<file path="config.mk">
export PLATFORM = sky130hd
export DESIGN_NAME = writeback_arbiter
export DESIGN_NICKNAME = d
export VERILOG_FILES = /design/src/rtl/writeback_arbiter.sv
export SDC_FILE = /design/constraint.sdc
export NUM_CORES = 1
export LEC_CHECK = 0
export CAP_MARGIN = 20
export CORE_AREA = 2 2 118 120
export CTS_BUF_LIST = sky130_fd_sc_hd__clkbuf_8
export CTS_CLUSTER_DIAMETER = 80
export CTS_CLUSTER_SIZE = 28
export DETAILED_ROUTE_END_ITERATION = 10
export DIE_AREA = 0 0 120 122
export HOLD_SLACK_MARGIN = 0.02
export MAX_ROUTING_LAYER = met4
export PLACE_DENSITY = 0.89
export SLEW_MARGIN = 30
export SYNTH_ARGS = -nofsm -noshare
export SYNTH_HDL_FRONTEND = slang
export SYNTH_SLANG_ARGS = --single-unit
</file>
<file path="constraint.sdc">
create_clock -name clk -period 2.2 [get_ports clk]
set_clock_uncertainty 0.2 [all_clocks]
set_input_delay 0.33 -clock clk [delete_from_list [all_inputs] [get_ports clk]]
set_output_delay 0.33 -clock clk [all_outputs]
set_load 0.01 [all_outputs]
</file>
<file path="src/rtl/writeback_arbiter.sv">
// Single-port register-file writeback arbiter: ALU results take priority, mul/div
// results queue in a 2-entry FIFO, a starvation counter forces a one-cycle drain.
module writeback_arbiter (
  input  logic        clk,
  input  logic        rst,
  input  logic        alu_valid,
  input  logic [4:0]  alu_rd,
  input  logic [31:0] alu_data,
  output logic        alu_ready,
  input  logic        md_issue,
  input  logic [4:0]  md_issue_rd,
  input  logic        md_valid,
  input  logic [4:0]  md_rd,
  input  logic [31:0] md_data,
  output logic        md_ready,
  output logic [4:0]  reg_write,
  output logic [31:0] write_data,
  output logic        writeenable,
  output logic [31:0] busy,
  output logic [1:0]  fifo_count,
  output logic        err
);

  typedef enum logic {
    NORMAL = 1'b0,
    DRAIN  = 1'b1
  } state_t;

  state_t      state, state_next;
  logic [1:0]  starve, starve_next;

  logic [4:0]  q_rd [2];
  logic [31:0] q_data [2];
  logic [4:0]  q_rd_next [2];
  logic [31:0] q_data_next [2];
  logic [1:0]  count_next;

  logic        alu_acc, md_acc, pop, sel, starving, wr_idx;
  logic [4:0]  sel_rd;
  logic [31:0] sel_data;
  logic [31:0] busy_next;
  logic        err_next;

  // Selection and handshakes depend only on registered state plus this cycle's inputs.
  always_comb begin
    alu_ready = (state == NORMAL);
    md_ready  = (fifo_count != 2'd2);
    alu_acc   = alu_valid && alu_ready;
    md_acc    = md_valid && md_ready;
    pop       = !alu_acc && (fifo_count != 2'd0);
    sel       = alu_acc || pop;
    sel_rd    = alu_acc ? alu_rd : q_rd[0];
    sel_data  = alu_acc ? alu_data : q_data[0];
    starving  = alu_acc && (fifo_count != 2'd0);
  end

  always_comb begin
    state_next  = state;
    starve_next = starve;
    unique case (state)
      NORMAL: begin
        if (starving) begin
          if (starve == 2'd3) state_next = DRAIN;
          else                starve_next = starve + 2'd1;
        end else begin
          starve_next = '0;
        end
      end
      DRAIN: begin
        state_next  = NORMAL;
        starve_next = '0;
      end
      default: begin
        state_next  = NORMAL;
        starve_next = '0;
      end
    endcase
  end

  // Head lives in slot 0; a pop shifts slot 1 down before the push lands behind the survivors.
  always_comb begin
    q_rd_next   = q_rd;
    q_data_next = q_data;
    wr_idx      = (fifo_count == (pop ? 2'd2 : 2'd1));
    if (pop) begin
      q_rd_next[0]   = q_rd[1];
      q_data_next[0] = q_data[1];
    end
    if (md_acc) begin
      q_rd_next[wr_idx]   = md_rd;
      q_data_next[wr_idx] = md_data;
    end
    count_next = fifo_count + {1'b0, md_acc} - {1'b0, pop};
  end

  // Clear before set so a reissue to the same register in the retiring cycle stays pending.
  always_comb begin
    busy_next = busy;
    if (pop && (q_rd[0] != 5'd0)) busy_next[q_rd[0]] = 1'b0;
    if (md_issue && (md_issue_rd != 5'd0)) busy_next[md_issue_rd] = 1'b1;
    err_next = err || (alu_acc && (alu_rd != 5'd0) && busy[alu_rd]);
  end

  always_ff @(posedge clk) begin
    if (!rst) begin
      state       <= NORMAL;
      starve      <= '0;
      fifo_count  <= '0;
      q_rd[0]     <= '0;
      q_rd[1]     <= '0;
      q_data[0]   <= '0;
      q_data[1]   <= '0;
      busy        <= '0;
      err         <= 1'b0;
      writeenable <= 1'b0;
      reg_write   <= '0;
      write_data  <= '0;
    end else begin
      state       <= state_next;
      starve      <= starve_next;
      fifo_count  <= count_next;
      q_rd        <= q_rd_next;
      q_data      <= q_data_next;
      busy        <= busy_next;
      err         <= err_next;
      writeenable <= sel && (sel_rd != 5'd0);
      if (sel) begin
        reg_write  <= sel_rd;
        write_data <= sel_data;
      end
    end
  end

endmodule

</file>
==> flow_summary.json <==
{
  "n_antenna_cell": 0,
  "synthDistinctLibCells": 45,
  "cpMaxStageDelayCell": "clkdlybuf4s50_1",
  "critPathLaunchType": "flip-flop",
  "drive_gt1_share_pct": 8.754,
  "synth-edff-count": 0,
  "dp_cells": 1119,
  "gr-usage-met3_pct": 6.788,
  "cp.arrival_ns": 1.59,
  "synth_area_per_cell_um2": 8.393,
  "ant_nets": 0,
  "worstSetupEndpointType": "primary output",
  "synth_async_sr_flop_share_pct": 0,
  "synth_cells": 819,
  "ys_ff_latch": 150,
  "min_path_type": "reg -> reg",
  "max_slew_margin_pct": 59.34,
  "syn-num-nets": 905,
  "core_um2": 13500,
  "endpoint": "fifo_count[1]",
  "nets": 1044,
  "cts_tree": "built",
  "cp.required_ns": 1.67,
  "first_pass_iters": 5,
  "syn2layout_area_growth_pct": 32.11,
  "post-route-period-util_pct": 96.19,
  "setup-violations-final": 0,
  "status": "finished, final reports clean",
  "final_cells": 1151,
  "grt_max_degree": 116,
  "port_buffers": 158,
  "final_util_pct": 67.25,
  "num_vias": 6624,
  "crit_chain": "clkdlybuf4s50_1",
  "crit_type": "reg -> out",
  "busiest_layer": "met2",
  "groute.layer.met2.usage_pct": 43.47,
  "yosysWarnings": 0,
  "met1_usage_pct": 33.97,
  "path_delay_family": "buffers and inverters",
  "die_area_um2": 14640,
  "max_freq_ghz": 0.4725,
  "ioPinCount": 159,
  "rr_startpoint": "fifo_count[1]",
  "hold_viol": 0,
  "grt-ovfl-total": 0,
  "gp_congestion": 0.9167,
  "hpwl_um": 13000,
  "synth_area_um2": 6874,
  "r2r_end": "busy[30]",
  "grt_pass1_wl_um": 30650,
  "clkTransAtPathRegs_ns": 0.08,
  "crit_start": "fifo_count[1]",
  "die_x_um": 120,
  "cts-root-buf": "clkbuf_8",
  "rows": 43,
  "post-route-drc-count": 0,
  "path_depth": 1,
  "period_minus_slack_ns": 2.116,
  "seq_area_frac_synth_pct": 43.68,
  "start_util_pct": 50.90,
  "final_max_slew_viol_count": 0,
  "ys.flop_type": "dfxtp_1",
  "cpPeakStageDelay_ns": 0.61,
  "peakVddDrop_uv": 461.1,
  "leakagePower_nw": 3.813,
  "tightest_slew_ns": 0.5945,
  "cp_max_fo": 12,
  "dp_slack_ns": -0.2094,
  "htreeDepth": 4,
  "cts_buffers": 17,
  "p_per_area_nw_per_um2": 856.5,
  "worst-r2r-setup-slack_ns": 0.25,
  "insertion_delay_ns": 0.46,
  "cts_buffer_depth": 2,
  "r2r_cells": 5,
  "post_cts_buffers": 0,
  "grtUsageTotal_pct": 27.14,
  "fin_ws_ns": 0.08374,
  "clkSinkCount": 150,
  "grt_pass1_vias": 6163,
  "vias_per_cell": 5.755,
  "dieHeight_um": 122,
  "antenna_found_initial": 0,
  "rsz0062_at_grt": "no",
  "wirelength_um": 19330,
  "drt_iter0_markers": 550,
  "cap_violations": 0,
  "critical_path_buf_inv_count": 1,
  "wl_per_cell_um": 16.80
}
[report_power, final]
group	internal [mW]	switching (mW)
clock network	1.06	1.06
registers	3.05	0.266
logic	1.04	1.31
total	5.15	2.63
[per-stage QoR]
stage / setup TNS, ns / power (mW) / hold WS (ns) / cell area, um2
finish: 0 / 7.778 / 0.2650 / 9081
global route: 0 / 8.208 / 0.2667 / 9081
CTS: 0 / 7.801 / 0.2400 / 9089
detailed placement: -0.8898 / 5.693 / 0.2573 / 8683
global placement: -0.1814 / 5.636 / 0.2499 / 8683
floorplan: 0 / 4.722 / 0.2437 / 6874
[cell usage after synthesis (all sizes together) (3+ instances only)]
master | count | area [um2]
nand2 | 188 | 705.7
dfxtp | 150 | 3003
o21ai | 106 | 530.5
nand3 | 78 | 390.4
o211a | 74 | 740.7
a21boi | 68 | 510.5
clkbuf | 42 | 167.7
buf | 32 | 176.4
nor2 | 16 | 67.56
nand2b | 6 | 37.54
mux4 | 5 | 123.9
nand3b | 5 | 37.54
and2 | 4 | 25.02
nor2b | 4 | 25.02
nor3 | 4 | 20.02
and2b | 3 | 25.03
inv | 3 | 11.26
mux2 | 3 | 33.78
mux2i | 3 | 30.03
[per-layer routing]
layer  vias up  share of wire [%]  routed length [um]
met5         -                  0                   0
met4         0                1.2                 236
li1       3161                  -                   -
met2       285                 48                9227
met1      3153                 43                8401
met3        25                7.6                1466
[how the worst min path moves through the flow]
stage / start / endpoint / slack (ns) / depth (start not counted)
after detailed placement: flip-flop / flip-flop / 0.26 / 2
after CTS: md_data[26] / flip-flop / 0.24 / 3
final: flip-flop / flip-flop / 0.26 / 2
after floorplan: flip-flop / flip-flop / 0.24 / 2
after global placement: flip-flop / flip-flop / 0.25 / 2
after global routing: md_rd[2] / flip-flop / 0.27 / 3
[placed cells by master, fill, tap and decap left out, types with 14 or more instances in the layout]
cell / n
clkdlybuf4s50_1: 156
nand2_1: 188
buf_4: 31
dfxtp_1: 148
o21ai_0: 106
o211a_1: 74
nand3_1: 77
nor2_1: 14
clkbuf_8: 19
a21boi_0: 68
[cell families after synthesis]
logic type               synth area share (%)
AO/OA/AOI/OAI                           27.48
adder cells (fa/ha/maj)                0.3640
AND/OR/NAND/NOR                         20.19
flip-flops                              43.68
multiplexers                            2.730
XOR/XNOR                               0.3823
buffers and inverters                   5.169
[repair_timing]
item                                   in CTS  in global routing
gates resized for setup                     4                  0
hold buffers                                1                  0
setup endpoints to repair                   3                  1
endpoints found under the hold margin       1                  0
[area by class of cell]
class,instances,area [um2]
fill,1099,4423
sequential,150,3008
tap,180,225.2
inverter,3,11.26
timing repair buffer,194,1913
multi-input combinational,592,3532
clock inverter,13,130.1
clock buffer,19,261.5
(Power assumes the default switching activity.)
==> variant: new RTL, config.mk and constraints unchanged <==
Register the output `err` once more, with the module's reset; this adds one clock of latency there. The other outputs are not delayed to match.
--- a/src/rtl/writeback_arbiter.sv
+++ b/src/rtl/writeback_arbiter.sv
@@ -25,6 +25,8 @@
     NORMAL = 1'b0,
     DRAIN  = 1'b1
   } state_t;
+
+  logic err_s0;
 
   state_t      state, state_next;
   logic [1:0]  starve, starve_next;
@@ -98,7 +100,7 @@
     busy_next = busy;
     if (pop && (q_rd[0] != 5'd0)) busy_next[q_rd[0]] = 1'b0;
     if (md_issue && (md_issue_rd != 5'd0)) busy_next[md_issue_rd] = 1'b1;
-    err_next = err || (alu_acc && (alu_rd != 5'd0) && busy[alu_rd]);
+    err_next = err_s0 || (alu_acc && (alu_rd != 5'd0) && busy[alu_rd]);
   end
 
   always_ff @(posedge clk) begin
@@ -111,7 +113,7 @@
       q_data[0]   <= '0;
       q_data[1]   <= '0;
       busy        <= '0;
-      err         <= 1'b0;
+      err_s0      <= 1'b0;
       writeenable <= 1'b0;
       reg_write   <= '0;
       write_data  <= '0;
@@ -122,7 +124,7 @@
       q_rd        <= q_rd_next;
       q_data      <= q_data_next;
       busy        <= busy_next;
-      err         <= err_next;
+      err_s0      <= err_next;
       writeenable <= sel && (sel_rd != 5'd0);
       if (sel) begin
         reg_write  <= sel_rd;
@@ -131,5 +133,13 @@
     end
   end
 
+  always_ff @(posedge clk) begin
+    if (!rst) begin
+      err <= '0;
+    end else begin
+      err <= err_s0;
+    end
+  end
+
 endmodule
 
Check against the original RTL: not equivalent (a bounded check fails within 4 cycles, from zero or initial values and one cycle with rst low).
==> variant against the unedited design <==
  * Synthesized area decreased by 3.9%
  * Highest routed layer unchanged
  * Setup slack improved by 23 ps
  * Cell area shrank 2.5%
  * Total power fell by 4.7%
  * Cell count decreased by 0.17%
  * Largest cell class unchanged
  * Critical endpoint unchanged
  * Sequential cell count grew 1
  * Critical path type unchanged
  * Routed wire length is 2.7% lower
==> variant: results (changes against the unedited design) <==
[finish] NonClk Buf Share 22.49% [+1.4 points]
[drt] met2 wirelength from detailed routing 9.273 mm [+0.50%]
[pwr] Net Sw Power 2.504 mW [-4.8%]
[yosys] multiplexer fraction of the synthesized cell area 3.144% [+0.41 points]
[pwr] sequential share of power 44.5% [+1.9 points]
[drt] routed length on met3 1.247 mm [-15%]
[drt] number of violations reported at the end of detailed-routing iteration 0 613 [+11%]
[yosys] Synth Area in Compound Gates 23.20% [-4.3 points]
[yosys] number of distinct standard cells referenced by the synthesized netlist 49 [+8.9%]
[finish] clock-cell share of area 3.746% [-0.57 points]
[yosys] dominant cells by area after synthesis sky130_fd_sc_hd__dfxtp_1 (46%), sky130_fd_sc_hd__nand2_1 (13%), sky130_fd_sc_hd__a311oi_1 (7.2%), sky130_fd_sc_hd__a21oi_1 (5.2%), sky130_fd_sc_hd__nor2_1 (4.9%)
[placement] placed cell area 8516 um^2 [-1.9%]
[pwr] total clock network power 1.86 mW [-12%]
[outcome] run status finished clean
[finish] Register Area 3024 um^2 [+0.54%]
[finish] share of post-route cells with drive strength above 1 10.43% [+1.7 points]
[global_routing] antenna violations before repair 1 [+1]
[global_routing] global-route wire length before repair 29.64 mm [-3.3%]
[finish] number of non-clock buffers in the layout 196 [+1.0%]
[finish] total number of multi-input combinational cells 589 [-0.51%]
[global_routing] met2 capacity usage during global routing 42.79% [-0.67 points]
[timing] Worst slew margin 62.82% [+3.5 points]
[global_routing] via count of the first global-routing pass 6,029 [-2.2%]
[worst_setup_path] data arrival time of the critical path 1560 ps [-30 ps]
[worst_setup_path] largest fanout on the critical path 7 [-5]
[drt] number of vias in the routed layout 6,572 [-0.79%]
[worst_setup_path] delay of the slowest cell on the worst path 630 ps [+20 ps]
[yosys] Gate Count Post-Synth 812 [-0.85%]
[global_routing] pin count of the biggest net entering global routing 43 [-63%]
[drt] Metal-1 WL 7.647 mm [-9.0%]
==> variant: cell types whose count changed in the layout (fill, tap and decap cells not counted), moves of 34 or more <==
cell,change
sky130_fd_sc_hd__o211a_1,-74
sky130_fd_sc_hd__a21boi_0,-67
sky130_fd_sc_hd__o21ai_0,-47
sky130_fd_sc_hd__a311oi_1,+53
sky130_fd_sc_hd__nor2_1,+72
sky130_fd_sc_hd__a21oi_1,+66
sky130_fd_sc_hd__nand3_1,-74
sky130_fd_sc_hd__nand2_1,+34
==> variant: path summary, 6_finish.rpt <==
check | startpoint | endpoint | slack, ps | cells after the start
setup / recovery | fifo_count[1]$_SDFF_PN0_ | fifo_count[1] | 110 | 1
hold reg to reg | register | register | 260 | 2
setup reg to reg | fifo_count[1]$_SDFF_PN0_ | q_rd[5]$_SDFF_PN0_ | 230 | 6
hold / removal | register | register | 260 | 2
==> variant: repair_timing <==
action,4_1_cts,5_1_grt
setup buffers,0,0
setup endpoints to repair,1,0
resized for setup,3,0
